$ cat src/rtl/sim_harness_pkg.sv
// -----------------------------------------------------------------------------
// sim_harness_pkg
// Shared types and constants for the simulation harness controller.
// The package holds the FSM state encoding, the default mailbox and console
// addresses, the tohost pass word and the fail code used for address errors.
// -----------------------------------------------------------------------------
package sim_harness_pkg;

    // Completion state. RUN is the only state with exits.
    typedef enum logic [1:0] {
        ST_RUN     = 2'd0,
        ST_PASS    = 2'd1,
        ST_FAIL    = 2'd2,
        ST_TIMEOUT = 2'd3
    } state_t;

    localparam logic [31:0] DEF_TOHOST_ADDR  = 32'h0000_0FF0;
    localparam logic [31:0] DEF_CONSOLE_ADDR = 32'h0000_0FF4;

    // tohost word that means "test passed"
    localparam int unsigned PASS_CODE = 32'd1;

    // Fail code reported for an out-of-window write; sliced to fail_code width
    localparam logic [63:0] ADDR_ERR_CODE = {64{1'b1}};

endpackage

$ cat src/rtl/sim_harness_ctrl_if.sv
// -----------------------------------------------------------------------------
// sim_harness_ctrl_if
// Bundles the CPU data-memory write bus and the console valid/ready channel.
//   wr_en / wr_addr / wr_data : one CPU write per cycle (driven by master)
//   con_valid / con_data      : console byte offered to the bench (slave out)
//   con_ready                 : bench accepts the offered byte (master out)
// Modports: master = CPU/bench side, slave = harness controller.
// -----------------------------------------------------------------------------
interface sim_harness_ctrl_if #(
    parameter int ADDR_W = 32,
    parameter int DATA_W = 32
);
    logic              wr_en;
    logic [ADDR_W-1:0] wr_addr;
    logic [DATA_W-1:0] wr_data;
    logic              con_valid;
    logic [7:0]        con_data;
    logic              con_ready;

    modport master (
        output wr_en, wr_addr, wr_data, con_ready,
        input  con_valid, con_data
    );

    modport slave (
        input  wr_en, wr_addr, wr_data, con_ready,
        output con_valid, con_data
    );
endinterface

$ cat src/rtl/harness_fifo.sv
// -----------------------------------------------------------------------------
// harness_fifo
// Synchronous FIFO with first-word latency of one cycle.
//   clk, reset : clock, asynchronous active-high reset
//   push       : write push_data (ignored when full unless a pop happens too)
//   pop        : read the head entry (ignored when empty)
//   pop_data   : head entry, valid while empty is low
//   full/empty : occupancy flags
// DEPTH must be a power of two (>= 2) so the pointers wrap naturally.
// -----------------------------------------------------------------------------
module harness_fifo #(
    parameter int WIDTH = 8,
    parameter int DEPTH = 8
) (
    input  logic             clk,
    input  logic             reset,
    input  logic             push,
    input  logic [WIDTH-1:0] push_data,
    input  logic             pop,
    output logic [WIDTH-1:0] pop_data,
    output logic             full,
    output logic             empty
);
    localparam int AW = $clog2(DEPTH);
    localparam logic [AW:0] FULL_COUNT = (AW+1)'(DEPTH);

    logic [WIDTH-1:0] mem_r [DEPTH];
    logic [AW-1:0]    wr_ptr_r;
    logic [AW-1:0]    rd_ptr_r;
    logic [AW:0]      count_r;
    logic             pop_ok_s;
    logic             push_ok_s;

    assign empty    = (count_r == '0);
    assign full     = (count_r == FULL_COUNT);
    assign pop_data = mem_r[rd_ptr_r];

    // A full FIFO still accepts a push when the head leaves in the same cycle
    assign pop_ok_s  = pop && !empty;
    assign push_ok_s = push && (!full || pop_ok_s);

    // Storage, pointers and occupancy
    always_ff @(posedge clk or posedge reset) begin
        if (reset) begin
            for (int i = 0; i < DEPTH; i++) begin
                mem_r[i] <= '0;
            end
            wr_ptr_r <= '0;
            rd_ptr_r <= '0;
            count_r  <= '0;
        end else begin
            if (push_ok_s) begin
                mem_r[wr_ptr_r] <= push_data;
                wr_ptr_r        <= wr_ptr_r + AW'(1);
            end
            if (pop_ok_s) begin
                rd_ptr_r <= rd_ptr_r + AW'(1);
            end
            case ({push_ok_s, pop_ok_s})
                2'b10:   count_r <= count_r + (AW+1)'(1);
                2'b01:   count_r <= count_r - (AW+1)'(1);
                default: count_r <= count_r;
            endcase
        end
    end
endmodule

$ cat src/rtl/sim_harness_ctrl.sv
// -----------------------------------------------------------------------------
// sim_harness_ctrl
// Test-harness controller snooping the CPU data-memory write bus.
// Detects test completion through a tohost pass/fail mailbox or a cycle
// watchdog, and buffers console bytes for the bench.
//   clk, reset     : clock, asynchronous active-high reset
//   bus (slave)    : wr_en/wr_addr/wr_data in, con_valid/con_data out,
//                    con_ready in
//   done           : test finished (pass, fail or timeout)
//   pass / timeout : outcome flags
//   fail_code      : tohost word >> 1 on failure, all ones on address error
//   cycle_count    : cycles spent in RUN (wraps silently)
//   fifo_overflow  : sticky, a console byte was dropped
//   err_addr       : first out-of-window write address
// Optional feature macro: SIM_HARNESS_ADDR_CHECK_EN enables the address
// window check; without it out-of-window writes are ignored and err_addr
// stays 0.
// -----------------------------------------------------------------------------
module sim_harness_ctrl
    import sim_harness_pkg::*;
#(
    parameter int                ADDR_W         = 32,
    parameter int                DATA_W         = 32,
    parameter logic [ADDR_W-1:0] TOHOST_ADDR    = ADDR_W'(DEF_TOHOST_ADDR),
    parameter logic [ADDR_W-1:0] CONSOLE_ADDR   = ADDR_W'(DEF_CONSOLE_ADDR),
    parameter int                MEM_BYTES      = 4096,
    parameter int                TIMEOUT_CYCLES = 325,
    parameter int                CNT_W          = 32,
    parameter int                FIFO_DEPTH     = 8
) (
    input  logic                 clk,
    input  logic                 reset,
    sim_harness_ctrl_if.slave    bus,
    output logic                 done,
    output logic                 pass,
    output logic                 timeout,
    output logic [DATA_W-2:0]    fail_code,
    output logic [CNT_W-1:0]     cycle_count,
    output logic                 fifo_overflow,
    output logic [ADDR_W-1:0]    err_addr
);
`ifdef SIM_HARNESS_ADDR_CHECK_EN
    localparam bit ADDR_CHECK = 1'b1;
`else
    localparam bit ADDR_CHECK = 1'b0;
`endif

    state_t              state_r;
    logic                done_r;
    logic                pass_r;
    logic                timeout_r;
    logic [DATA_W-2:0]   fail_code_r;
    logic [CNT_W-1:0]    cycle_count_r;
    logic                overflow_r;
    logic [ADDR_W-1:0]   err_addr_r;

    logic                tohost_hit_s;
    logic                tohost_pass_s;
    logic                tohost_fail_s;
    logic                console_hit_s;
    logic                addr_err_s;
    logic                expire_s;
    logic                fifo_full_s;
    logic                fifo_empty_s;
    logic                con_pop_s;

    // Bus decode. A tohost word with bit 0 clear is not a report and is ignored.
    assign tohost_hit_s  = bus.wr_en && (bus.wr_addr == TOHOST_ADDR);
    assign tohost_pass_s = tohost_hit_s && (bus.wr_data == DATA_W'(PASS_CODE));
    assign tohost_fail_s = tohost_hit_s && bus.wr_data[0] && !tohost_pass_s;
    assign console_hit_s = bus.wr_en && (bus.wr_addr == CONSOLE_ADDR);

    // Out-of-window write; constant 0 when the address check is compiled out
    assign addr_err_s = ADDR_CHECK && bus.wr_en
                        && (bus.wr_addr >= ADDR_W'(MEM_BYTES))
                        && (bus.wr_addr != TOHOST_ADDR)
                        && (bus.wr_addr != CONSOLE_ADDR);

    // Expiry fires in the last cycle before the count reaches TIMEOUT_CYCLES
    assign expire_s = (TIMEOUT_CYCLES != 0)
                      && (cycle_count_r == CNT_W'(TIMEOUT_CYCLES - 1));

    // Completion FSM with registered status outputs; priority is
    // address error, then tohost, then watchdog
    always_ff @(posedge clk or posedge reset) begin
        if (reset) begin
            state_r       <= ST_RUN;
            done_r        <= 1'b0;
            pass_r        <= 1'b0;
            timeout_r     <= 1'b0;
            fail_code_r   <= '0;
            cycle_count_r <= '0;
            err_addr_r    <= '0;
        end else begin
            case (state_r)
                ST_RUN: begin
                    cycle_count_r <= cycle_count_r + CNT_W'(1);
                    if (addr_err_s) begin
                        state_r     <= ST_FAIL;
                        done_r      <= 1'b1;
                        fail_code_r <= ADDR_ERR_CODE[DATA_W-2:0];
                        err_addr_r  <= bus.wr_addr;
                    end else if (tohost_pass_s) begin
                        state_r <= ST_PASS;
                        done_r  <= 1'b1;
                        pass_r  <= 1'b1;
                    end else if (tohost_fail_s) begin
                        state_r     <= ST_FAIL;
                        done_r      <= 1'b1;
                        fail_code_r <= bus.wr_data[DATA_W-1:1];
                    end else if (expire_s) begin
                        state_r   <= ST_TIMEOUT;
                        done_r    <= 1'b1;
                        timeout_r <= 1'b1;
                    end else begin
                        state_r <= ST_RUN;
                    end
                end
                ST_PASS, ST_FAIL, ST_TIMEOUT: begin
                    state_r <= state_r;
                end
                default: begin
                    state_r <= ST_RUN;
                end
            endcase
        end
    end

    assign con_pop_s = !fifo_empty_s && bus.con_ready;

    // Sticky overflow: a push that found the FIFO full with no pop to make room
    always_ff @(posedge clk or posedge reset) begin
        if (reset) begin
            overflow_r <= 1'b0;
        end else if (console_hit_s && fifo_full_s && !con_pop_s) begin
            overflow_r <= 1'b1;
        end else begin
            overflow_r <= overflow_r;
        end
    end

    harness_fifo #(
        .WIDTH (8),
        .DEPTH (FIFO_DEPTH)
    ) u_con_fifo (
        .clk       (clk),
        .reset     (reset),
        .push      (console_hit_s),
        .push_data (bus.wr_data[7:0]),
        .pop       (bus.con_ready),
        .pop_data  (bus.con_data),
        .full      (fifo_full_s),
        .empty     (fifo_empty_s)
    );

    assign bus.con_valid  = !fifo_empty_s;
    assign done           = done_r;
    assign pass           = pass_r;
    assign timeout        = timeout_r;
    assign fail_code      = fail_code_r;
    assign cycle_count    = cycle_count_r;
    assign fifo_overflow  = overflow_r;
    assign err_addr       = err_addr_r;
endmodule

$ cat src/flat_wrapper.sv
// flat-port wrapper written by rule: the top's interface ports become plain ports
module sim_harness_ctrl_flat import sim_harness_pkg::*;
#(
    parameter int                ADDR_W         = 32,
    parameter int                DATA_W         = 32,
    parameter logic [ADDR_W-1:0] TOHOST_ADDR    = ADDR_W'(DEF_TOHOST_ADDR),
    parameter logic [ADDR_W-1:0] CONSOLE_ADDR   = ADDR_W'(DEF_CONSOLE_ADDR),
    parameter int                MEM_BYTES      = 4096,
    parameter int                TIMEOUT_CYCLES = 325,
    parameter int                CNT_W          = 32,
    parameter int                FIFO_DEPTH     = 8
)
  (clk, reset, done, pass, timeout, fail_code, cycle_count, fifo_overflow, err_addr, bus_wr_en, bus_wr_addr, bus_wr_data, bus_con_ready, bus_con_valid, bus_con_data);
  sim_harness_ctrl_if #(.ADDR_W(ADDR_W), .DATA_W(DATA_W)) bus_i ();
  input  logic clk;
  input  logic reset;
  output logic done;
  output logic pass;
  output logic timeout;
  output logic [DATA_W-2:0] fail_code;
  output logic [CNT_W-1:0] cycle_count;
  output logic fifo_overflow;
  output logic [ADDR_W-1:0] err_addr;
  input wire logic [$bits(bus_i.wr_en)-1:0] bus_wr_en;
  input wire logic [$bits(bus_i.wr_addr)-1:0] bus_wr_addr;
  input wire logic [$bits(bus_i.wr_data)-1:0] bus_wr_data;
  input wire logic [$bits(bus_i.con_ready)-1:0] bus_con_ready;
  output wire logic [$bits(bus_i.con_valid)-1:0] bus_con_valid;
  output wire logic [$bits(bus_i.con_data)-1:0] bus_con_data;
  assign bus_i.wr_en = bus_wr_en;
  assign bus_i.wr_addr = bus_wr_addr;
  assign bus_i.wr_data = bus_wr_data;
  assign bus_i.con_ready = bus_con_ready;
  assign bus_con_valid = bus_i.con_valid;
  assign bus_con_data = bus_i.con_data;
  sim_harness_ctrl #(.ADDR_W(ADDR_W), .DATA_W(DATA_W), .TOHOST_ADDR(TOHOST_ADDR), .CONSOLE_ADDR(CONSOLE_ADDR), .MEM_BYTES(MEM_BYTES), .TIMEOUT_CYCLES(TIMEOUT_CYCLES), .CNT_W(CNT_W), .FIFO_DEPTH(FIFO_DEPTH)) u_core (.clk(clk), .reset(reset), .bus(bus_i), .done(done), .pass(pass), .timeout(timeout), .fail_code(fail_code), .cycle_count(cycle_count), .fifo_overflow(fifo_overflow), .err_addr(err_addr));
endmodule
$ cat config.mk
export PLATFORM = sky130hd
export DESIGN_NAME = sim_harness_ctrl_flat
export DESIGN_NICKNAME = d
export VERILOG_FILES = /design/src/rtl/sim_harness_pkg.sv /design/src/rtl/sim_harness_ctrl_if.sv /design/src/rtl/harness_fifo.sv /design/src/rtl/sim_harness_ctrl.sv /design/src/flat_wrapper.sv
export SDC_FILE = /design/constraint.sdc
export NUM_CORES = 1
export LEC_CHECK = 0
export CORE_MARGIN = 2
export CORE_UTILIZATION = 53
export CTS_BUF_LIST = sky130_fd_sc_hd__clkbuf_8 sky130_fd_sc_hd__clkbuf_16
export CTS_CLUSTER_DIAMETER = 120
export DETAILED_ROUTE_END_ITERATION = 12
export GPL_TIMING_DRIVEN = 0
export PLACE_DENSITY = 0.86
export SYNTH_ARGS = -nofsm -noshare
export SYNTH_HDL_FRONTEND = slang
export SYNTH_SLANG_ARGS = --single-unit
export TNS_END_PERCENT = 50
$ cat constraint.sdc
create_clock -name clk -period 13 [get_ports clk]
set_clock_uncertainty 0.2 [all_clocks]
set_input_delay 1.95 -clock clk [delete_from_list [all_inputs] [get_ports clk]]
set_output_delay 1.95 -clock clk [all_outputs]
set_load 0.05 [all_outputs]
[After elaboration in Yosys (flattened, before gate mapping)]
Index checks and enable logic that the tools add are counted.
Storage, ports and cells
  register bits: 143
  bits of input ports: 68
  logic and storage cells: 78
Cells by class
  add/subtract/negate cells: 5
  order comparisons: 3
  equality and inequality tests: 10
  muxes and demuxes: 14
  bitwise logic cells: 4
  reduce and logical (&&, ||, !) cells: 24
Operator list (number)
  64-bit bitwise mux: 1
  32-bit by 12-bit equality test with 1-bit output, second input constant: 2
  32-bit by 1-bit adder with 32-bit output, second input constant: 1
  32-bit by 1-bit equality test with 1-bit output, second input constant: 1
  32-bit by 9-bit equality test with 1-bit output, second input constant: 1
  8-bit binary-select mux with 3-bit select: 1
  8-bit demux with 3-bit select: 1
  8-bit two-way mux: 3
  1-bit logical AND: 10
  4-bit greater-or-equal comparator, second input constant: 2
  2-bit two-way mux: 4
  3-bit inverter with 4-bit output: 2
  4-bit one-hot mux with 2 select lines: 1
  3-bit by 1-bit adder with 3-bit output, second input constant: 2
  2-bit equality test, second input constant: 3
  4-bit by 1-bit adder with 4-bit output, second input constant: 1
  2-bit by 1-bit equality test with 1-bit output, second input constant: 2
  4-bit equality test, second input constant: 1
  1-bit logical NOT: 4
  4-bit logical NOT: 1
  4-bit by 1-bit less-than comparator with 1-bit output, second input constant: 1
  2-bit AND reduction: 2
  4-bit AND reduction: 1
  4-bit by 1-bit subtractor with 4-bit output, second input constant: 1
  other kinds (8): 11

[Longest topological paths before layout]
Gate-level depths: netlist of the first run.
  word-level depth: 8
  depth in mapped cells: 11
  gate-level depth less buffers: 11

[By module]
Synthesis of the first run repeated with hierarchy kept, for this count alone.
Unflattened totals
  cells, all modules: 504
  area total of the unflattened synthesis: 7020.5 µm²
By module, submodules not included
  harness_fifo: instances 1, cells each 230, area each 3621.0 µm²
  sim_harness_ctrl: instances 1, cells each 274, area each 3399.5 µm²

[Worst setup path before layout of the first run]
OpenSTA, ideal clock, no wires.
  kind: input to register
  start: input bus_wr_addr[13]
  end: register u_core.u_con_fifo.count_r[3]
  library setup time: 0.079 ns
  arrival time: 4.305 ns
  setup slack: 8.416 ns
  stages on the path: 11
  path buffers: 0
  cell sequence: or4_4 nor4_4 nand4_4 nand2_1 inv_1 ha_1 a21o_1 a21oi_1 or3_1 mux2i_1 xor2_1
On the way
  word-level cells in the longest chain between the ends: 5
  elaborated cells on any way between the ends: 7
  those cells by class: eq/ne: 3; mux: 1; reduce/logical: 3
Ends and longest elaborated chain
  start, declared: RTL line flat_wrapper.sv:25  | input wire logic [$bits(bus_i.wr_addr)-1:0] bus_wr_addr;
  32-bit by 12-bit equality test with 1-bit output *: RTL line sim_harness_ctrl.sv:71  | assign console_hit_s = bus.wr_en && (bus.wr_addr == CONSOLE_ADDR);
  1-bit logical AND *: RTL line sim_harness_ctrl.sv:71
  1-bit logical AND *: RTL line harness_fifo.sv:40  | assign push_ok_s = push && (!full || pop_ok_s);
  2-bit by 1-bit equality test with 1-bit output / 2-bit equality test (equally long branches): RTL line harness_fifo.sv:59  | case ({push_ok_s, pop_ok_s})
  4-bit one-hot mux with 2 select lines / 2-bit nonzero test (equally long branches)
  end signal, assigned: RTL line harness_fifo.sv:60  | 2'b10: count_r <= count_r + (AW+1)'(1);
  end signal, assigned: RTL line harness_fifo.sv:61  | 2'b01: count_r <= count_r - (AW+1)'(1);
  end signal, assigned: RTL line harness_fifo.sv:62  | default: count_r <= count_r;
  end, declared: RTL line harness_fifo.sv:30  | logic [AW:0] count_r;
Mark *: on every way between the ends. The rest lies on a longest branch, timed or not.
A chain may end at the register's enable or synchronous reset.

[Final worst setup path of the first run]
  start: register u_core.u_con_fifo.rd_ptr_r[0]
  end: output bus_con_data[6]
On the way
  word-level cells in the longest chain between the ends: 4
Ends and longest elaborated chain
  start, declared: RTL line harness_fifo.sv:29  | logic [AW-1:0] rd_ptr_r;
  start signal, assigned: RTL line harness_fifo.sv:57  | rd_ptr_r <= rd_ptr_r + AW'(1);
  3-bit inverter with 4-bit output (implied by the code): RTL line harness_fifo.sv:36  | assign pop_data = mem_r[rd_ptr_r];
  8-bit binary-select mux with 3-bit select: RTL line harness_fifo.sv:36
  8-bit two-way mux (implied by the code) (2 in series): RTL line harness_fifo.sv:36
  end, declared: RTL line flat_wrapper.sv:29  | output wire logic [$bits(bus_i.con_data)-1:0] bus_con_data;
Every way passes these cells. The select of a mux whose other input is x is not followed.

==> results.py, run 1 <==
metrics = {
    "global_route": {
        "antenna_found_initial": 0,
        "grt_overflow_total": 0,
        "grt_pass1_vias": 5206,
        "grt_max_degree": 93,
        "grt_pass1_wl_um": 27000,
        "track_usage": 0.242,
    },
    "sta": {
        "final.setup.worst_slack_ns": 7.30,
        "worstMarginPinSlew_ns": 0.892,
        "slew-limit-headroom": 0.400,
        "rsz0062_at_grt": "false",
        "period_share": 0.438,
        "finalHoldViolCount": 0,
        "slew_viol_final": 0,
        "fmax_mhz": 176,
        "fin_tns_setup_ns": 0,
        "hold_ws_ns": 0.257,
        "setup_viol": 0,
        "min_period_ns": 5.70,
    },
    "critical_path": {
        "r2r-start": "u_core.u_con_fifo.count_r[0]",
        "start_kind": "register",
        "worst_ep_arrival_time_ns": 3.55,
        "worstPathMaxFanout": 10,
        "crit_path_start": "u_core.u_con_fifo.rd_ptr_r[0]",
        "worst_setup_path_end_kind": "primary output",
        "required_ns": 10.85,
        "path_class": "reg2out",
    },
    "cells_and_area": {
        "fin_util": 0.730,
        "drive_above_1_share": 0.282,
        "layout.cells.non_filler": 893,
        "final_area_mm2": 0.00932,
        "num_antenna_cells": 0,
        "syn_to_final_growth_pct": 33.2,
        "nNetsFinal": 783,
    },
    "flow_run": {
        "drv_cap": 0,
    },
    "drt": {
        "wl_per_cell_um": 18.1,
        "firstDrtPassIters": 4,
        "drtIter0Drc": 251,
        "ant_nets": 0,
        "wl_um": 16100,
        "dr_total_vias": 4776,
        "routed_via_density": 5.35,
        "remaining_drc_errors": 0,
    },
    "placed_design": {
        "dp_cells": 861,
        "hpwl_um": 11600,
        "gpl.final_weighted_congestion": 0.782,
        "place_ws_ns": 7.65,
        "dpl-instance-area_mm2": 0.00872,
        "io_buffers": 136,
    },
    "outcome": {
        "status": "finished, final reports clean",
    },
    "floorplanning": {
        "core_area_mm2": 0.0128,
        "die_h_um": 119,
        "initial_core_util": 0.548,
        "ios": 176,
        "dieArea_mm2": 0.0141,
        "fp-row-count": 41,
        "die_x_um": 119,
    },
    "synth": {
        "yosys.area.top_type": "dfrtp_1",
        "synth_top_flop_cell": "dfrtp_1",
        "synth_warnings": 0,
        "syn_area_mm2": 0.00699,
        "ys_ff_latch": 143,
        "postSynth.asyncResetShare": 1.00,
        "synth_area_per_cell_um2": 13.4,
        "yosys-top-cells-count": "143 x dfrtp_1, 72 x mux2_2, 33 x buf_4, 32 x mux2_4",
        "synthMostInstantiatedCell": "dfrtp_1",
        "synth-seq-area-share": 0.512,
        "synth_edf_count": 0,
        "synth_cell_types": 51,
        "synth.top_cell.area_share": 0.512,
        "ys_top_cells_by_area": "dfrtp_1 51%, mux2_2 12%, mux2_4 6.9%, mux4_2 5.2%, buf_4 3.5%",
        "postSynthCellCount": 521,
    },
    "clocking": {
        "clk_latency_ns": 0.42,
        "clockRootBuffer": "clkbuf_16",
        "numClockSinks": 143,
        "cts_tree": "yes",
        "cts_hold_buf": 0,
        "post-cts-setup-buffer-count": 0,
        "clock_path_buffers": 2,
        "cts_resized": 0,
        "clk_pin_slew_ns": 0.05,
        "htree_levels": 4,
        "numCtsBuffers": 17,
    },
    "pwr": {
        "fin_total_pwr_mw": 1.13,
        "leakage_nw": 4.39,
        "power_density_mw_per_mm2": 121,
        "vdd_drop_max_mv": 0.105,
    },
    "worst_hold_path": {
        "min_from": "u_core.fifo_overflow",
        "holdCritPathClass": "reg2reg",
    },
}
layer usage:
metal,global-route usage,share of wire
met1,0.303,0.41
met3,0.0771,0.063
met4,0.0729,0.012
met5,0,0
met2,0.404,0.51
layout make-up:
class	instances	area, um2
tap	172	215
timing repair buffer	137	1390
sequential	143	3580
clock buffer	21	480
inverter	11	46.3
fill	822	3450
buffer	58	369
clock inverter	11	113
multi-input combinational	340	3130
where the power goes:
part	switching, mW	total, mW	leakage [nW]	internal [mW]
registers	0.00933	0.466	1.96	0.457
logic	0.101	0.175	2.13	0.0739
clock network	0.185	0.486	0.296	0.301
total	0.295	1.13	4.39	0.832
worst paths after layout:
check / endpoint / slack (ns) / cells past startpoint
worst max-delay path: bus_con_data[6] / 7.30 / 5
worst max register to register: u_core.u_con_fifo.count_r[3] / 10.10 / 11
worst min-delay path: u_core.fifo_overflow / 0.26 / 1
max in group asynchronous: u_core.u_con_fifo.mem_r[9] / 10.05 / 3
worst min register to register: u_core.fifo_overflow / 0.26 / 1
min in group asynchronous: u_core.fail_code[23] / 1.75 / 2
layout by cell type, fill, tap and decap left out, types with 2 or more instances in the layout:
cell type	synthesis	routed
xor2_1	13	13
inv_1	11	11
buf_6	3	3
or4_1	2	2
clkbuf_8	0	4
a21o_1	3	3
clkdlybuf4s50_1	0	136
nor4_4	3	3
buf_2	3	3
bufinv_16	0	2
inv_6	0	2
mux2_2	72	72
dfrtp_1	143	143
nand4_1	13	13
nand2b_1	2	2
mux2i_1	3	3
nor3_1	6	6
mux4_2	16	16
conb_1	1	32
buf_1	4	4
clkbuf_16	0	17
xnor2_1	26	26
nor4_1	16	15
clkinv_2	0	5
nand2_1	26	26
buf_4	33	33
and2_1	2	2
clkinvlp_4	0	2
o21ai_0	2	2
and4_1	4	4
or3_1	3	3
or4b_1	4	4
nor4b_1	3	3
clkbuf_1	14	14
nand3_1	16	16
ha_1	6	6
nor2_1	16	16
mux2_4	32	32
state kept, by name (all words and copies together), names as in the netlist:
register                    cells
u_core.cycle_count             32
u_core.done                     1
u_core.fail_code               31
u_core.fifo_overflow            1
u_core.pass                     1
u_core.state_r                  2
u_core.timeout                  1
u_core.u_con_fifo.count_r       4
u_core.u_con_fifo.mem_r        64
u_core.u_con_fifo.rd_ptr_r      3
u_core.u_con_fifo.wr_ptr_r      3
logic make-up after synthesis:
| kind of cell | count (synthesis) | share of synthesized area |
|---|---|---|
| simple gates | 128 | 0.115 |
| flops | 143 | 0.512 |
| fa+ha+maj | 7 | 0.0136 |
| mux | 123 | 0.240 |
| xor+xnor | 39 | 0.0488 |
| compound gates | 11 | 0.0114 |
| other cells | 1 | 0.000536 |
| buf+inv | 69 | 0.0587 |
worst max-delay path: stages, from the launching register on:
cell             delay, ns
dfrtp_1               0.35
clkbuf_1              0.49
buf_1                 0.69
mux4_2                0.61
mux2_2                0.29
clkdlybuf4s50_1       0.70
No activity file was read; power rests on OpenSTA's default activity.
==> run 2: changes to the inputs <==
Settings changed: CORE_UTILIZATION 53 to 50, PLACE_DENSITY 0.86 to 0.82.
Clock period 13 ns to 5.7 ns, I/O delays scaled along.
==> run 2 against run 1 <==
Against the previous run: routed wire length increased by 2.3%; hold slack gained 0.0054 ns; largest power group unchanged; largest cell class unchanged; first-iteration DRC count is 7.6% lower; critical path depth stayed put; non-clock buffer count stayed put; clock power rose by 140%.
==> results.py, run 2 (synthesis results as in run 1) <==
metrics = {
    "outcome": {
        "status": "finished, final reports clean",
    },
    "pwr": {
        "leakage_nw": 4.40,
        "p_comb_frac": 0.156,
        "power_switching_share": 0.265,
        "p_switching_mw": 0.699,
        "vdd_drop_max_mv": 0.199,
        "power.internal_mw": 1.94,
        "p_clk_frac": 0.441,
        "power_density_mw_per_mm2": 282,
        "seq_power_share": 0.404,
        "fin_total_pwr_mw": 2.64,
    },
    "clocking": {
        "cts_resized": 0,
        "clockRootBuffer": "clkbuf_16",
        "post-cts-setup-buffer-count": 0,
        "htree_levels": 4,
        "clk_latency_ns": 0.42,
        "clk_pin_slew_ns": 0.06,
        "numCtsBuffers": 17,
        "clock_path_buffers": 2,
        "numClockSinks": 143,
        "cts_tree": "yes",
        "cts_hold_buf": 0,
    },
    "flow_run": {
        "drv_cap": 0,
    },
    "sta": {
        "slew_viol_final": 0,
        "min_period_ns": 4.78,
        "fmax_mhz": 209,
        "period_share": 0.839,
        "finalHoldViolCount": 0,
        "worstMarginPinSlew_ns": 0.913,
        "fin_tns_setup_ns": 0,
        "rsz0062_at_grt": "false",
        "slew-limit-headroom": 0.392,
        "setup_viol": 0,
    },
    "critical_path": {
        "worst_path_max_delay_cell": "buf_1",
        "cp_cell_sequence": "clkbuf_1 -> buf_1 -> mux4_2 -> mux2_2 -> clkdlybuf4s50_1",
        "critical_path.max_stage_delay_ns": 0.75,
        "required_ns": 4.64,
        "worst_setup_path_end_kind": "primary output",
        "critPathTopFamily": "buffers and inverters",
        "path_class": "reg2out",
        "worst_ep_arrival_time_ns": 3.73,
        "critPathBufInv": 3,
        "start_kind": "register",
        "worstPathMaxFanout": 10,
    },
    "placed_design": {
        "io_buffers": 136,
        "hpwl_um": 11700,
        "gpl.final_weighted_congestion": 0.792,
    },
    "cells_and_area": {
        "final_cell_mix": "143 x dfrtp_1, 136 x clkdlybuf4s50_1, 72 x mux2_2",
        "largest_reg_flops": 64,
        "final_common_cell": "dfrtp_1",
        "drive_above_1_share": 0.283,
        "num_antenna_cells": 0,
        "regMostFlops": "u_core.u_con_fifo.mem_r",
        "nNetsFinal": 783,
        "fillCellCount": 1016,
        "syn_to_final_growth_pct": 33.8,
    },
    "drt": {
        "remaining_drc_errors": 0,
        "drtIter0Drc": 232,
        "wl_per_cell_um": 18.3,
        "firstDrtPassIters": 4,
        "routed_via_density": 5.27,
        "wl_um": 16500,
        "ant_nets": 0,
        "dr_total_vias": 4746,
    },
    "global_route": {
        "grt_overflow_total": 0,
        "grt_max_degree": 97,
        "track_usage": 0.235,
        "antenna_found_initial": 0,
        "grt_pass1_vias": 5182,
        "grt_pass1_wl_um": 27000,
    },
    "floorplanning": {
        "die_x_um": 122,
        "dieArea_mm2": 0.0150,
        "core_area_mm2": 0.0138,
        "ios": 176,
        "fp-row-count": 43,
        "initial_core_util": 0.508,
        "die_h_um": 122,
    },
    "worst_hold_path": {
        "holdCritPathClass": "reg2reg",
    },
}
## run 2: power groups by stage
stage / Clock [mW] / Combinational (mW) / Sequential (mW)
6_report: 1.16 / 0.410 / 1.06
5_1_grt: 1.22 / 0.451 / 1.07
4_1_cts: 1.18 / 0.417 / 1.06
3_5_place_dp: 0 / 0.416 / 1.08
3_3_place_gp: 0 / 0.395 / 1.08
2_1_floorplan: 0 / 0.294 / 1.08
## run 2: final cells by class
type | count | area, um2 | area share
plain buffers | 58 | 369 | 0.0394
clock inverters | 12 | 156 | 0.0167
multi-input cells | 340 | 3130 | 0.334
inverters | 11 | 46.3 | 0.00495
flip-flops and latches | 143 | 3580 | 0.382
clock buffers | 20 | 467 | 0.0499
well taps | 180 | 225 | 0.0241
repair buffers | 137 | 1390 | 0.148
## run 2: final timing paths
check,from,end,slack [ns],cells past startpoint
max,u_core.u_con_fifo.rd_ptr_r[0],bus_con_data[7],0.92,5
min in group asynchronous,reset,u_core.fail_code[29],0.65,2
min reg2reg,u_core.pass,u_core.pass,0.26,1
max in group asynchronous,reset,u_core.u_con_fifo.mem_r[61],3.82,3
min,u_core.pass,u_core.pass,0.26,1
max reg2reg,u_core.u_con_fifo.count_r[0],u_core.u_con_fifo.count_r[3],2.79,11
## run 2: layer usage
| metal | routed length, um | GRT usage |
|---|---|---|
| met3 | 952 | 0.0757 |
| met2 | 8660 | 0.397 |
| met1 | 6660 | 0.289 |
| met4 | 235 | 0.0661 |
| met5 | 0 | 0.0139 |
## run 2: worst reg2reg max path: stages, from the launching register on
cell      delay (ns)
dfrtp_1         0.43
or4_1           0.57
and2_1          0.18
clkbuf_1        0.16
nand2_1         0.13
inv_1           0.07
ha_1            0.27
a21o_1          0.10
a21oi_1         0.07
or3_1           0.31
mux2i_1         0.18
xor2_1          0.16
## run 2: through the flow
stage | utilization | hold slack, ns | cells | worst slack, ns | instance area [um2]
after detailed placement | 0.634 | 0.246 | 869 | 1.29 | 8740
final | 0.680 | 0.262 | 901 | 0.919 | 9360
after global routing | 0.680 | 0.283 | 901 | 0.654 | 9360
after global placement | 0.631 | 0.245 | 868 | -0.760 | 8700
after floorplan | - | 0.270 | 552 | 0.807 | 7110
after CTS | 0.680 | 0.268 | 901 | 0.832 | 9360
==> run 3: changes to the inputs <==
Clock period 5.7 ns to 5 ns, I/O delays scaled along.
==> results of run 3 <==
Same layout as run 2 (identical final DEF). Status: finished, final reports clean.
Among the figures that moved: setup slack after placement 1.29 ns -> 0.690 ns; setup slack after layout 0.919 ns -> 0.324 ns; register-to-register setup slack 2.79 ns -> 2.09 ns; total power 2.64 mW -> 3.00 mW; worst IR drop on VDD 0.199 mV -> 0.227 mV
